File: src/rtl/display_mode_ctrl_if.sv
// display_mode_ctrl_if
// Groups the game-event inputs and the object-mux configuration outputs of
// display_mode_ctrl into one bundle.
//   startOfFrame  : one-cycle pulse per VGA frame
//   startGame, pauseKey, collision, gameOver : one-cycle event pulses
//   timeLow       : level, remaining game time below threshold
//   layerEnable   : bit0 smiley, bit1 box, bit2 timer draw gates
//   bgOverride    : mux selects bgOverrideRGB instead of the background
//   bgOverrideRGB : RGB332 override colour
//   gameState     : IDLE=0, PLAY=1, FLASH=2, PAUSE=3, OVER=4
// master = event source / mux consumer side, slave = the sequencer itself.
interface display_mode_ctrl_if;
    logic       startOfFrame;
    logic       startGame;
    logic       pauseKey;
    logic       collision;
    logic       gameOver;
    logic       timeLow;
    logic [2:0] layerEnable;
    logic       bgOverride;
    logic [7:0] bgOverrideRGB;
    logic [2:0] gameState;

    modport master (
        output startOfFrame, startGame, pauseKey, collision, gameOver, timeLow,
        input  layerEnable, bgOverride, bgOverrideRGB, gameState
    );

    modport slave (
        input  startOfFrame, startGame, pauseKey, collision, gameOver, timeLow,
        output layerEnable, bgOverride, bgOverrideRGB, gameState
    );
endinterface

File: src/rtl/display_mode_ctrl.sv
// display_mode_ctrl
// Frame-synchronous game-display sequencer. Game events are latched during a
// frame and acted on only at the next startOfFrame, so the object mux
// configuration never changes mid-frame (no tearing).
// Ports:
//   clk    : system clock
//   resetN : asynchronous, active-low reset
//   bus    : display_mode_ctrl_if.slave (events in, layer gates/override out)
module display_mode_ctrl #(
    parameter int unsigned BLINK_FRAMES    = 16,
    parameter int unsigned FLASH_FRAMES    = 8,
    parameter int unsigned GAMEOVER_FRAMES = 180,
    parameter logic [7:0]  FLASH_RGB       = 8'hE0,
    parameter logic [7:0]  PAUSE_RGB       = 8'h49,
    parameter logic [7:0]  OVER_RGB        = 8'h03
) (
    input logic               clk,
    input logic               resetN,
    display_mode_ctrl_if.slave bus
);

    typedef enum logic [2:0] {
        IDLE  = 3'd0,
        PLAY  = 3'd1,
        FLASH = 3'd2,
        PAUSE = 3'd3,
        OVER  = 3'd4
    } state_t;

    localparam logic [7:0] BLINK_LAST = 8'(BLINK_FRAMES - 1);
    localparam logic [7:0] FLASH_LAST = 8'(FLASH_FRAMES - 1);
    localparam logic [7:0] OVER_LAST  = 8'(GAMEOVER_FRAMES - 1);

    state_t     state, stateNext;
    logic [3:0] pulses, pending, effective;
    logic [7:0] frameCnt, frameCntNext;
    logic [7:0] blinkCnt, blinkCntNext;
    logic       phase, phaseNext;
    logic [2:0] layerReg, layerNext;
    logic       bgReg, bgNext;
    logic [7:0] rgbReg, rgbNext;

    // Event bits ordered {gameOver, pauseKey, collision, startGame}. A pulse on
    // the startOfFrame cycle itself counts together with anything latched
    // earlier in the frame.
    assign pulses    = {bus.gameOver, bus.pauseKey, bus.collision, bus.startGame};
    assign effective = pending | pulses;

    // Next-state decision. Only evaluated on frame boundaries; the if/else
    // chains encode the priority gameOver > pauseKey > collision > startGame,
    // and any event that a state does not test for is simply dropped.
    always_comb begin
        stateNext = state;
        if (bus.startOfFrame) begin
            case (state)
                IDLE: begin
                    if (effective[0]) stateNext = PLAY;
                end
                PLAY: begin
                    if (effective[3])      stateNext = OVER;
                    else if (effective[2]) stateNext = PAUSE;
                    else if (effective[1]) stateNext = FLASH;
                end
                FLASH: begin
                    if (effective[3])              stateNext = OVER;
                    else if (frameCnt == FLASH_LAST) stateNext = PLAY;
                end
                PAUSE: begin
                    if (effective[3])      stateNext = OVER;
                    else if (effective[2]) stateNext = PLAY;
                end
                OVER: begin
                    if (frameCnt == OVER_LAST) stateNext = IDLE;
                end
                default: stateNext = IDLE;
            endcase
        end
    end

    // Frame counter and timer-blink bookkeeping. frameCnt restarts whenever
    // FLASH or OVER is freshly entered (including FLASH -> OVER). The blink
    // counter is frozen while paused so the timer resumes exactly where it
    // stopped; the decision uses the state that was current during the frame
    // that just ended.
    always_comb begin
        frameCntNext = frameCnt;
        blinkCntNext = blinkCnt;
        phaseNext    = phase;
        if (bus.startOfFrame) begin
            if ((stateNext != state) && ((stateNext == FLASH) || (stateNext == OVER))) begin
                frameCntNext = 8'd0;
            end else if ((state == FLASH) || (state == OVER)) begin
                frameCntNext = frameCnt + 8'd1;
            end

            if (state == PAUSE) begin
                blinkCntNext = blinkCnt;
                phaseNext    = phase;
            end else if ((state == IDLE) && (stateNext == PLAY)) begin
                blinkCntNext = 8'd0;
                phaseNext    = 1'b1;
            end else if (!bus.timeLow) begin
                blinkCntNext = 8'd0;
                phaseNext    = 1'b1;
            end else if ((state == PLAY) || (state == FLASH)) begin
                if (blinkCnt == BLINK_LAST) begin
                    blinkCntNext = 8'd0;
                    phaseNext    = ~phase;
                end else begin
                    blinkCntNext = blinkCnt + 8'd1;
                end
            end
        end
    end

    // Output decode from the upcoming state so the registered outputs line up
    // with the registered state one cycle after the frame pulse.
    always_comb begin
        layerNext = 3'b000;
        bgNext    = 1'b0;
        rgbNext   = 8'h00;
        case (stateNext)
            PLAY: begin
                layerNext = {phaseNext, 2'b11};
            end
            FLASH: begin
                layerNext = {phaseNext, 2'b11};
                bgNext    = 1'b1;
                rgbNext   = FLASH_RGB;
            end
            PAUSE: begin
                layerNext = 3'b111;
                bgNext    = 1'b1;
                rgbNext   = PAUSE_RGB;
            end
            OVER: begin
                layerNext = 3'b100;
                bgNext    = 1'b1;
                rgbNext   = OVER_RGB;
            end
            default: begin
                layerNext = 3'b000;
            end
        endcase
    end

    // State register plus pending-event latch. Pending bits accumulate during
    // a frame and are wiped at every frame pulse, consumed or not.
    always_ff @(posedge clk or negedge resetN) begin
        if (!resetN) begin
            state   <= IDLE;
            pending <= 4'b0000;
        end else begin
            state <= stateNext;
            if (bus.startOfFrame) begin
                pending <= 4'b0000;
            end else begin
                pending <= pending | pulses;
            end
        end
    end

    // Counters and mux-configuration outputs. The next-value logic holds
    // everything between frame pulses, so these only move at frame boundaries.
    always_ff @(posedge clk or negedge resetN) begin
        if (!resetN) begin
            frameCnt <= 8'd0;
            blinkCnt <= 8'd0;
            phase    <= 1'b1;
            layerReg <= 3'b000;
            bgReg    <= 1'b0;
            rgbReg   <= 8'h00;
        end else begin
            frameCnt <= frameCntNext;
            blinkCnt <= blinkCntNext;
            phase    <= phaseNext;
            if (bus.startOfFrame) begin
                layerReg <= layerNext;
                bgReg    <= bgNext;
                rgbReg   <= rgbNext;
            end
        end
    end

    assign bus.gameState     = state;
    assign bus.layerEnable   = layerReg;
    assign bus.bgOverride    = bgReg;
    assign bus.bgOverrideRGB = rgbReg;

endmodule
File: src/flat_wrapper.sv
// flat-port wrapper written by rule: the top's interface ports become plain ports
module display_mode_ctrl_flat 
#(
    parameter int unsigned BLINK_FRAMES    = 16,
    parameter int unsigned FLASH_FRAMES    = 8,
    parameter int unsigned GAMEOVER_FRAMES = 180,
    parameter logic [7:0]  FLASH_RGB       = 8'hE0,
    parameter logic [7:0]  PAUSE_RGB       = 8'h49,
    parameter logic [7:0]  OVER_RGB        = 8'h03
)
  (clk, resetN, bus_startOfFrame, bus_startGame, bus_pauseKey, bus_collision, bus_gameOver, bus_timeLow, bus_layerEnable, bus_bgOverride, bus_bgOverrideRGB, bus_gameState);
  display_mode_ctrl_if bus_i ();
  input logic clk;
  input logic resetN;
  input wire logic [$bits(bus_i.startOfFrame)-1:0] bus_startOfFrame;
  input wire logic [$bits(bus_i.startGame)-1:0] bus_startGame;
  input wire logic [$bits(bus_i.pauseKey)-1:0] bus_pauseKey;
  input wire logic [$bits(bus_i.collision)-1:0] bus_collision;
  input wire logic [$bits(bus_i.gameOver)-1:0] bus_gameOver;
  input wire logic [$bits(bus_i.timeLow)-1:0] bus_timeLow;
  output wire logic [$bits(bus_i.layerEnable)-1:0] bus_layerEnable;
  output wire logic [$bits(bus_i.bgOverride)-1:0] bus_bgOverride;
  output wire logic [$bits(bus_i.bgOverrideRGB)-1:0] bus_bgOverrideRGB;
  output wire logic [$bits(bus_i.gameState)-1:0] bus_gameState;
  assign bus_i.startOfFrame = bus_startOfFrame;
  assign bus_i.startGame = bus_startGame;
  assign bus_i.pauseKey = bus_pauseKey;
  assign bus_i.collision = bus_collision;
  assign bus_i.gameOver = bus_gameOver;
  assign bus_i.timeLow = bus_timeLow;
  assign bus_layerEnable = bus_i.layerEnable;
  assign bus_bgOverride = bus_i.bgOverride;
  assign bus_bgOverrideRGB = bus_i.bgOverrideRGB;
  assign bus_gameState = bus_i.gameState;
  display_mode_ctrl #(.BLINK_FRAMES(BLINK_FRAMES), .FLASH_FRAMES(FLASH_FRAMES), .GAMEOVER_FRAMES(GAMEOVER_FRAMES), .FLASH_RGB(FLASH_RGB), .PAUSE_RGB(PAUSE_RGB), .OVER_RGB(OVER_RGB)) u_core (.clk(clk), .resetN(resetN), .bus(bus_i));
endmodule
File: config.mk
export PLATFORM = sky130hd
export DESIGN_NAME = display_mode_ctrl_flat
export DESIGN_NICKNAME = d
export VERILOG_FILES = /design/src/rtl/display_mode_ctrl_if.sv /design/src/rtl/display_mode_ctrl.sv /design/src/flat_wrapper.sv
export SDC_FILE = /design/constraint.sdc
export NUM_CORES = 1
export LEC_CHECK = 0
export ABC_AREA = 1
export CORE_MARGIN = 2
export CORE_UTILIZATION = 56
export DETAILED_ROUTE_END_ITERATION = 6
export GPL_TIMING_DRIVEN = 0
export PLACE_DENSITY = 0.85
export SKIP_LAST_GASP = 1
export SLEW_MARGIN = 0
export SYNTH_ARGS = -nofsm -noshare
export SYNTH_HDL_FRONTEND = slang
export SYNTH_SLANG_ARGS = --single-unit
File: constraint.sdc
create_clock -name clk -period 2.1 [get_ports clk]
set_input_delay 0.525 -clock clk [delete_from_list [all_inputs] [get_ports clk]]
set_output_delay 0.525 -clock clk [all_outputs]
set_load 0.005 [all_outputs]
== Yosys cells after proc, flatten, opt, wreduce, memory -nomap -nowiden ==
Index checks and enable logic that the tools add are counted.

* Register bits: 36
* Bits of input ports: 8
* Output and inout bits: 15

* Add/subtract/negate cells: 2
* Equal/unequal tests: 13
* Muxes and demuxes: 27
* Bitwise gates (word level): 3
* Reductions and logical operators: 11

{| class="wikitable"
|+ Operators by type and width
! cell !! count
|-
| two-way mux 8 bit || 6
|-
| two-way mux 3 bit || 10
|-
| case mux 8 bit (3 select lines) || 1
|-
| adder 8 x 1 -> 8 bit, second input constant || 2
|-
| case mux 3 bit (5 select lines) || 1
|-
| equality test 3 x 2 -> 1 bit, second input constant || 4
|-
| case mux 3 bit (3 select lines) || 1
|-
| equality test 8 x 3 -> 1 bit, second input constant || 1
|-
| equality test 8 x 4 -> 1 bit, second input constant || 1
|-
| equality test 8 bit, second input constant || 1
|-
| two-way mux 1 bit || 7
|-
| equality test 3 x 1 -> 1 bit, second input constant || 2
|-
| equality test 3 bit, second input constant || 2
|-
| two-way mux 4 bit || 1
|-
| bitwise OR 4 bit || 1
|-
| logical NOT 3 bit || 1
|-
| logical OR 1 bit || 3
|-
| inequality test 3 x 1 -> 1 bit, second input constant || 1
|-
| inequality test 3 bit || 1
|-
| AND reduction 3 bit || 1
|-
| OR reduction 3 bit || 1
|-
| logical AND 1 bit || 2
|-
| NOT 1 bit || 2
|-
| AND reduction 2 bit || 1
|-
| 2 further kinds || 2
|}

== Depth between registers and ports, before layout ==
* Depth after elaboration: 12
* Gate-level depth with buffers: 16
* Gate-level depth less buffers: 16

== Least setup slack after synthesis ==
OpenSTA, ideal clock, no wires.

* Path type: input to register
* Start: input port bus_pauseKey
* End: register u_core.blinkCnt[6]
* Arrival: 1.797 ns
* Data required time: 2.026 ns
* Setup slack: 0.229 ns
* Cell stages on the path: 12
* Path through: nor2_2 > nand2_1 > o21ai_0 > nand3_2 > nand2_2 > nand2_2 > nand3b_4 > inv_4 > o21ai_4 > buf_12 > nand2_2 > o21ai_2

* Word-level cells in the longest chain between the ends: 9

{| class="wikitable"
|+ RTL lines
! what !! line !! source
|-
| start, declared || flat_wrapper.sv:17 || <nowiki>input wire logic [$bits(bus_i.pauseKey)-1:0] bus_pauseKey;</nowiki>
|-
| bitwise OR 4 bit * || display_mode_ctrl.sv:47 || <nowiki>assign effective = pending | pulses;</nowiki>
|-
| two-way mux 3 bit, on equally long branches || display_mode_ctrl.sv:70, display_mode_ctrl.sv:61 ||
|-
| two-way mux 3 bit, on equally long branches || display_mode_ctrl.sv:69, display_mode_ctrl.sv:60 ||
|-
| case mux 3 bit (5 select lines) * || display_mode_ctrl.sv:55 || <nowiki>case (state)</nowiki>
|-
| two-way mux 3 bit * || display_mode_ctrl.sv:54 || <nowiki>if (bus.startOfFrame) begin</nowiki>
|-
| via u_core.stateNext[0] || display_mode_ctrl.sv:34 || <nowiki>state_t state, stateNext;</nowiki>
|-
| equality test 3 x 1 -> 1 bit * || display_mode_ctrl.sv:99 || <nowiki>end else if ((state == IDLE) && (stateNext == PLAY)) begin</nowiki>
|-
| logical AND 1 bit * || display_mode_ctrl.sv:99 ||
|-
| inequality test 3 x 1 -> 1 bit (no source line) || n/a ||
|-
| AND reduction 3 bit (no source line) || n/a ||
|-
| end signal, assigned || display_mode_ctrl.sv:175 || <nowiki>blinkCnt <= blinkCntNext;</nowiki>
|-
| end, declared || display_mode_ctrl.sv:37 || <nowiki>logic [7:0] blinkCnt, blinkCntNext;</nowiki>
|}

The timed path passes the listed nets; every way through them passes the cells marked *.
A chain may end at the register's enable or synchronous reset.

== Final worst setup path ==
* Start: input port bus_gameOver
* End: register u_core.frameCnt[1]

* Word-level cells in the longest chain between the ends: 9

{| class="wikitable"
|+ RTL lines
! what !! line !! source
|-
| start, declared || flat_wrapper.sv:19 || <nowiki>input wire logic [$bits(bus_i.gameOver)-1:0] bus_gameOver;</nowiki>
|-
| bitwise OR 4 bit * || display_mode_ctrl.sv:47 ||
|-
| two-way mux 3 bit, on equally long branches || display_mode_ctrl.sv:69, display_mode_ctrl.sv:60, display_mode_ctrl.sv:65 ||
|-
| case mux 3 bit (5 select lines) * || display_mode_ctrl.sv:55 ||
|-
| two-way mux 3 bit * || display_mode_ctrl.sv:54 ||
|-
| equality test 3 x 2 -> 1 bit or equality test 3 bit (tied branches) || display_mode_ctrl.sv:90 || <nowiki>if ((stateNext != state) && ((stateNext == FLASH) || (stateNext == OVER))) begin</nowiki>
|-
| logical OR 1 bit || display_mode_ctrl.sv:90 ||
|-
| logical AND 1 bit * || display_mode_ctrl.sv:90 ||
|-
| nonzero test 2 bit (no source line) || n/a ||
|-
| AND reduction 2 bit (no source line) || n/a ||
|-
| end signal, assigned || display_mode_ctrl.sv:174 || <nowiki>frameCnt <= frameCntNext;</nowiki>
|-
| end, declared || display_mode_ctrl.sv:36 || <nowiki>logic [7:0] frameCnt, frameCntNext;</nowiki>
|}

Every way passes the cells marked *; elsewhere a longest branch is shown, timed or not.

==> results_dict.tcl <==
set metrics [dict create \
    cp.required_ps 2270 \
    critPathMaxStageDelay_ps 510 \
    wirelength_um 5710 \
    grt_start_max_net_pins 33 \
    slew_violations 0 \
    core_um2 3610 \
    avgViaCountPerCell 5.60 \
    grt_pass1_wl_um 8070 \
    first_pass_iters 7 \
    cts-root-buf "clkbuf_8" \
    antenna_cells 0 \
    finalNetCount 344 \
    holdBufCountCts 0 \
    placementRows 22 \
    power_density_nw_per_um2 1050 \
    fmax_mhz 466 \
    synth_edf_count 0 \
    min_path_type "in -> async" \
    peakVddDrop_uv 692 \
    overflow 0 \
    yosys_warnings 0 \
    die_x_um 64.8 \
    violations "design-rule violations, negative setup slack" \
    syn_inst 283 \
    tightest_slew_ps 713 \
    cp_max_fo 8 \
    timing.slew.headroom_pct 52.4 \
    gp_congestion 0.916 \
    pin_count 23 \
    syn_area_um2 2070 \
    clock_latency_ps 290 \
    crit_slowest_cell "clkdlybuf4s50_1" \
    status "finished with violations" \
    antenna_found_initial 0 \
    clock-sinks 32 \
    place_hpwl_um 2990 \
    dieArea_um2 4190 \
    synth_area_per_cell_um2 7.30 \
    clock_path_buffers 2 \
    clkSlewWorstSetupHoldPaths_ps 70 \
    min_period_over_period_pct 102 \
    finalPower_w 0.00292 \
    avgRoutedWirePerCell_um 14.9 \
    critPathBufInv 2 \
    yosys.cell_types.count 35 \
    grt_usage_pct 24.9 \
    arrival_ps 2310 \
    final_cell_mix "nand2_1, nor2_1, inv_1" \
    vias 2145 \
    p_leak_nw 1.45 \
    postRouteAntennaNets 0 \
    die_h_um 64.8 \
    setup_viol 1 \
    synth-seq-cells 32 \
    drt-initial-drc-count 160 \
    ys_seq_area_share_pct 38.8 \
    crit_type "in -> reg" \
    area.growth.synth_to_final_pct 35.2 \
    drive_above_1_share_pct 29.9 \
    drc 1 \
    async_flop_share_pct 100 \
    dp.cells 351 \
    timing.final.ws_setup_ps -46.6 \
    maxCapViolations 0 \
    finalNonFillerCells 383 \
    finClkSkew_ps 7.36 \
    cts_buffers 5 \
    cts_tree "done" \
    ys.flop_type "dfrtp_1" \
    grt_pass1_vias 1815 \
    io_buffers 19 \
    cp-start-kind "input pin" \
    final_common_cell "nand2_1" \
    critPathCaptureType "register" \
    htree_levels 2 \
    crit_family "simple AND/OR/NAND/NOR gates" \
    worstPathCellList "clkdlybuf4s50_1, nor2_4, inv_2, nand3_2, nand2_2, nand2_1, nor2_2, nand2_2, nand2_2, nand2_4, nand2_4, nand2_4, nand2_1, nand2_1" \
    fin_crit_ps 2150 \
    start_util_pct 57.3 \
    hold_violations 0 \
    rsz0062_at_grt "true" \
]
==> flip-flops by register name, summed over array words and instances, names as in the netlist <==
| name | flops |
|---|---|
| u_core.bus.bgOverrideRGB | 5 |
| u_core.bus.layerEnable | 2 |
| u_core.bus.bgOverride | 1 |
| u_core.frameCnt | 8 |
| u_core.phase | 1 |
| u_core.bus.gameState | 3 |
| u_core.blinkCnt | 8 |
| u_core.pending | 4 |
==> metal layers <==
metal	part of all wire (%)	up-vias	global-route usage, %
met2	49	131	39.7
met1	39	999	33.2
li1	-	983	-
met4	3.5	0	9.31
met5	0	-	0
met3	8.7	32	5.73
==> layout make-up <==
cell class / instances / area, um^2
Clock buffer: 8 / 100
Buffer: 8 / 63.8
Sequential cell: 32 / 805
Multi-Input combinational cell: 207 / 1200
Timing Repair Buffer: 43 / 418
Tap cell: 48 / 60.1
Fill cell: 227 / 812
Inverter: 37 / 144
==> report_power, final <==
group          leakage [nW]  internal, W  total (W)  switching [W]
combinational         0.983     0.000666    0.00149       0.000824
clock                0.0515     0.000299   0.000528       0.000229
sequential            0.412     0.000748   0.000906       0.000159
==> through the flow <==
step                      utilization, %  setup slack, ps  hold slack [ps]  cell area, um^2  setup TNS (ps)
after detailed placement            64.2             -553              472             2320           -9370
after floorplan                        -              229              229             2070               0
after global placement              64.4             -473              462             2320          -11110
after CTS                           72.8             5.24              311             2620               0
final                               77.5            -46.6              287             2790           -46.6
after global routing                77.5             -135              354             2790           -1040
==> Yosys cell counts (2+ instances only) <==
cell type | count | area share (%)
ha_1 | 2 | 1.2
buf_4 | 4 | 1.5
o21a_1 | 2 | 0.73
nor3_1 | 4 | 0.97
nand4_1 | 8 | 2.4
nand2_4 | 3 | 1.6
nor4_1 | 2 | 0.61
nand3_1 | 16 | 3.9
nand2_1 | 79 | 14
inv_1 | 32 | 5.8
nand2_2 | 9 | 2.7
buf_2 | 2 | 0.48
o21ai_1 | 2 | 0.48
o21ai_0 | 3 | 0.73
inv_2 | 3 | 0.54
nor2_2 | 2 | 0.61
o21ai_2 | 9 | 3.8
nor2_1 | 41 | 7.4
dfrtp_1 | 31 | 38
a21oi_1 | 6 | 1.5
xor2_1 | 9 | 3.8
==> final timing paths <==
path	from	to	slack (ps)	cells after the start
max in group asynchronous	resetN	u_core.bus.gameState[2]	1320	1
setup reg to reg	u_core.frameCnt[0]	u_core.frameCnt[1]	-40	16
hold reg to reg	u_core.bus.bgOverrideRGB[3]	u_core.bus.bgOverrideRGB[3]	490	1
setup / recovery	bus_gameOver	u_core.frameCnt[1]	-50	14
hold / removal	resetN	u_core.blinkCnt[4]	290	1
min in group clk	u_core.bus.bgOverrideRGB[3]	u_core.bus.bgOverrideRGB[3]	490	1
==> cell families (layout without fill, tap and decap cells) <==
family,Yosys count,after routing,synth area share (%)
buffers and inverters,45,96,9.93
XOR/XNOR,9,9,3.81
flip-flops,32,32,38.8
adder cells (fa/ha/maj),2,2,1.21
AO/OA/AOI/OAI,25,25,8.78
other,1,2,0.181
AND/OR/NAND/NOR,169,169,37.3
==> timing repair <==
item,4_1_cts,5_1_grt
gates cloned,1,0
resized for setup,15,31
setup buffers,14,9
setup endpoints to repair,16,21
pin swaps,6,11
(Power assumes the default switching activity.)
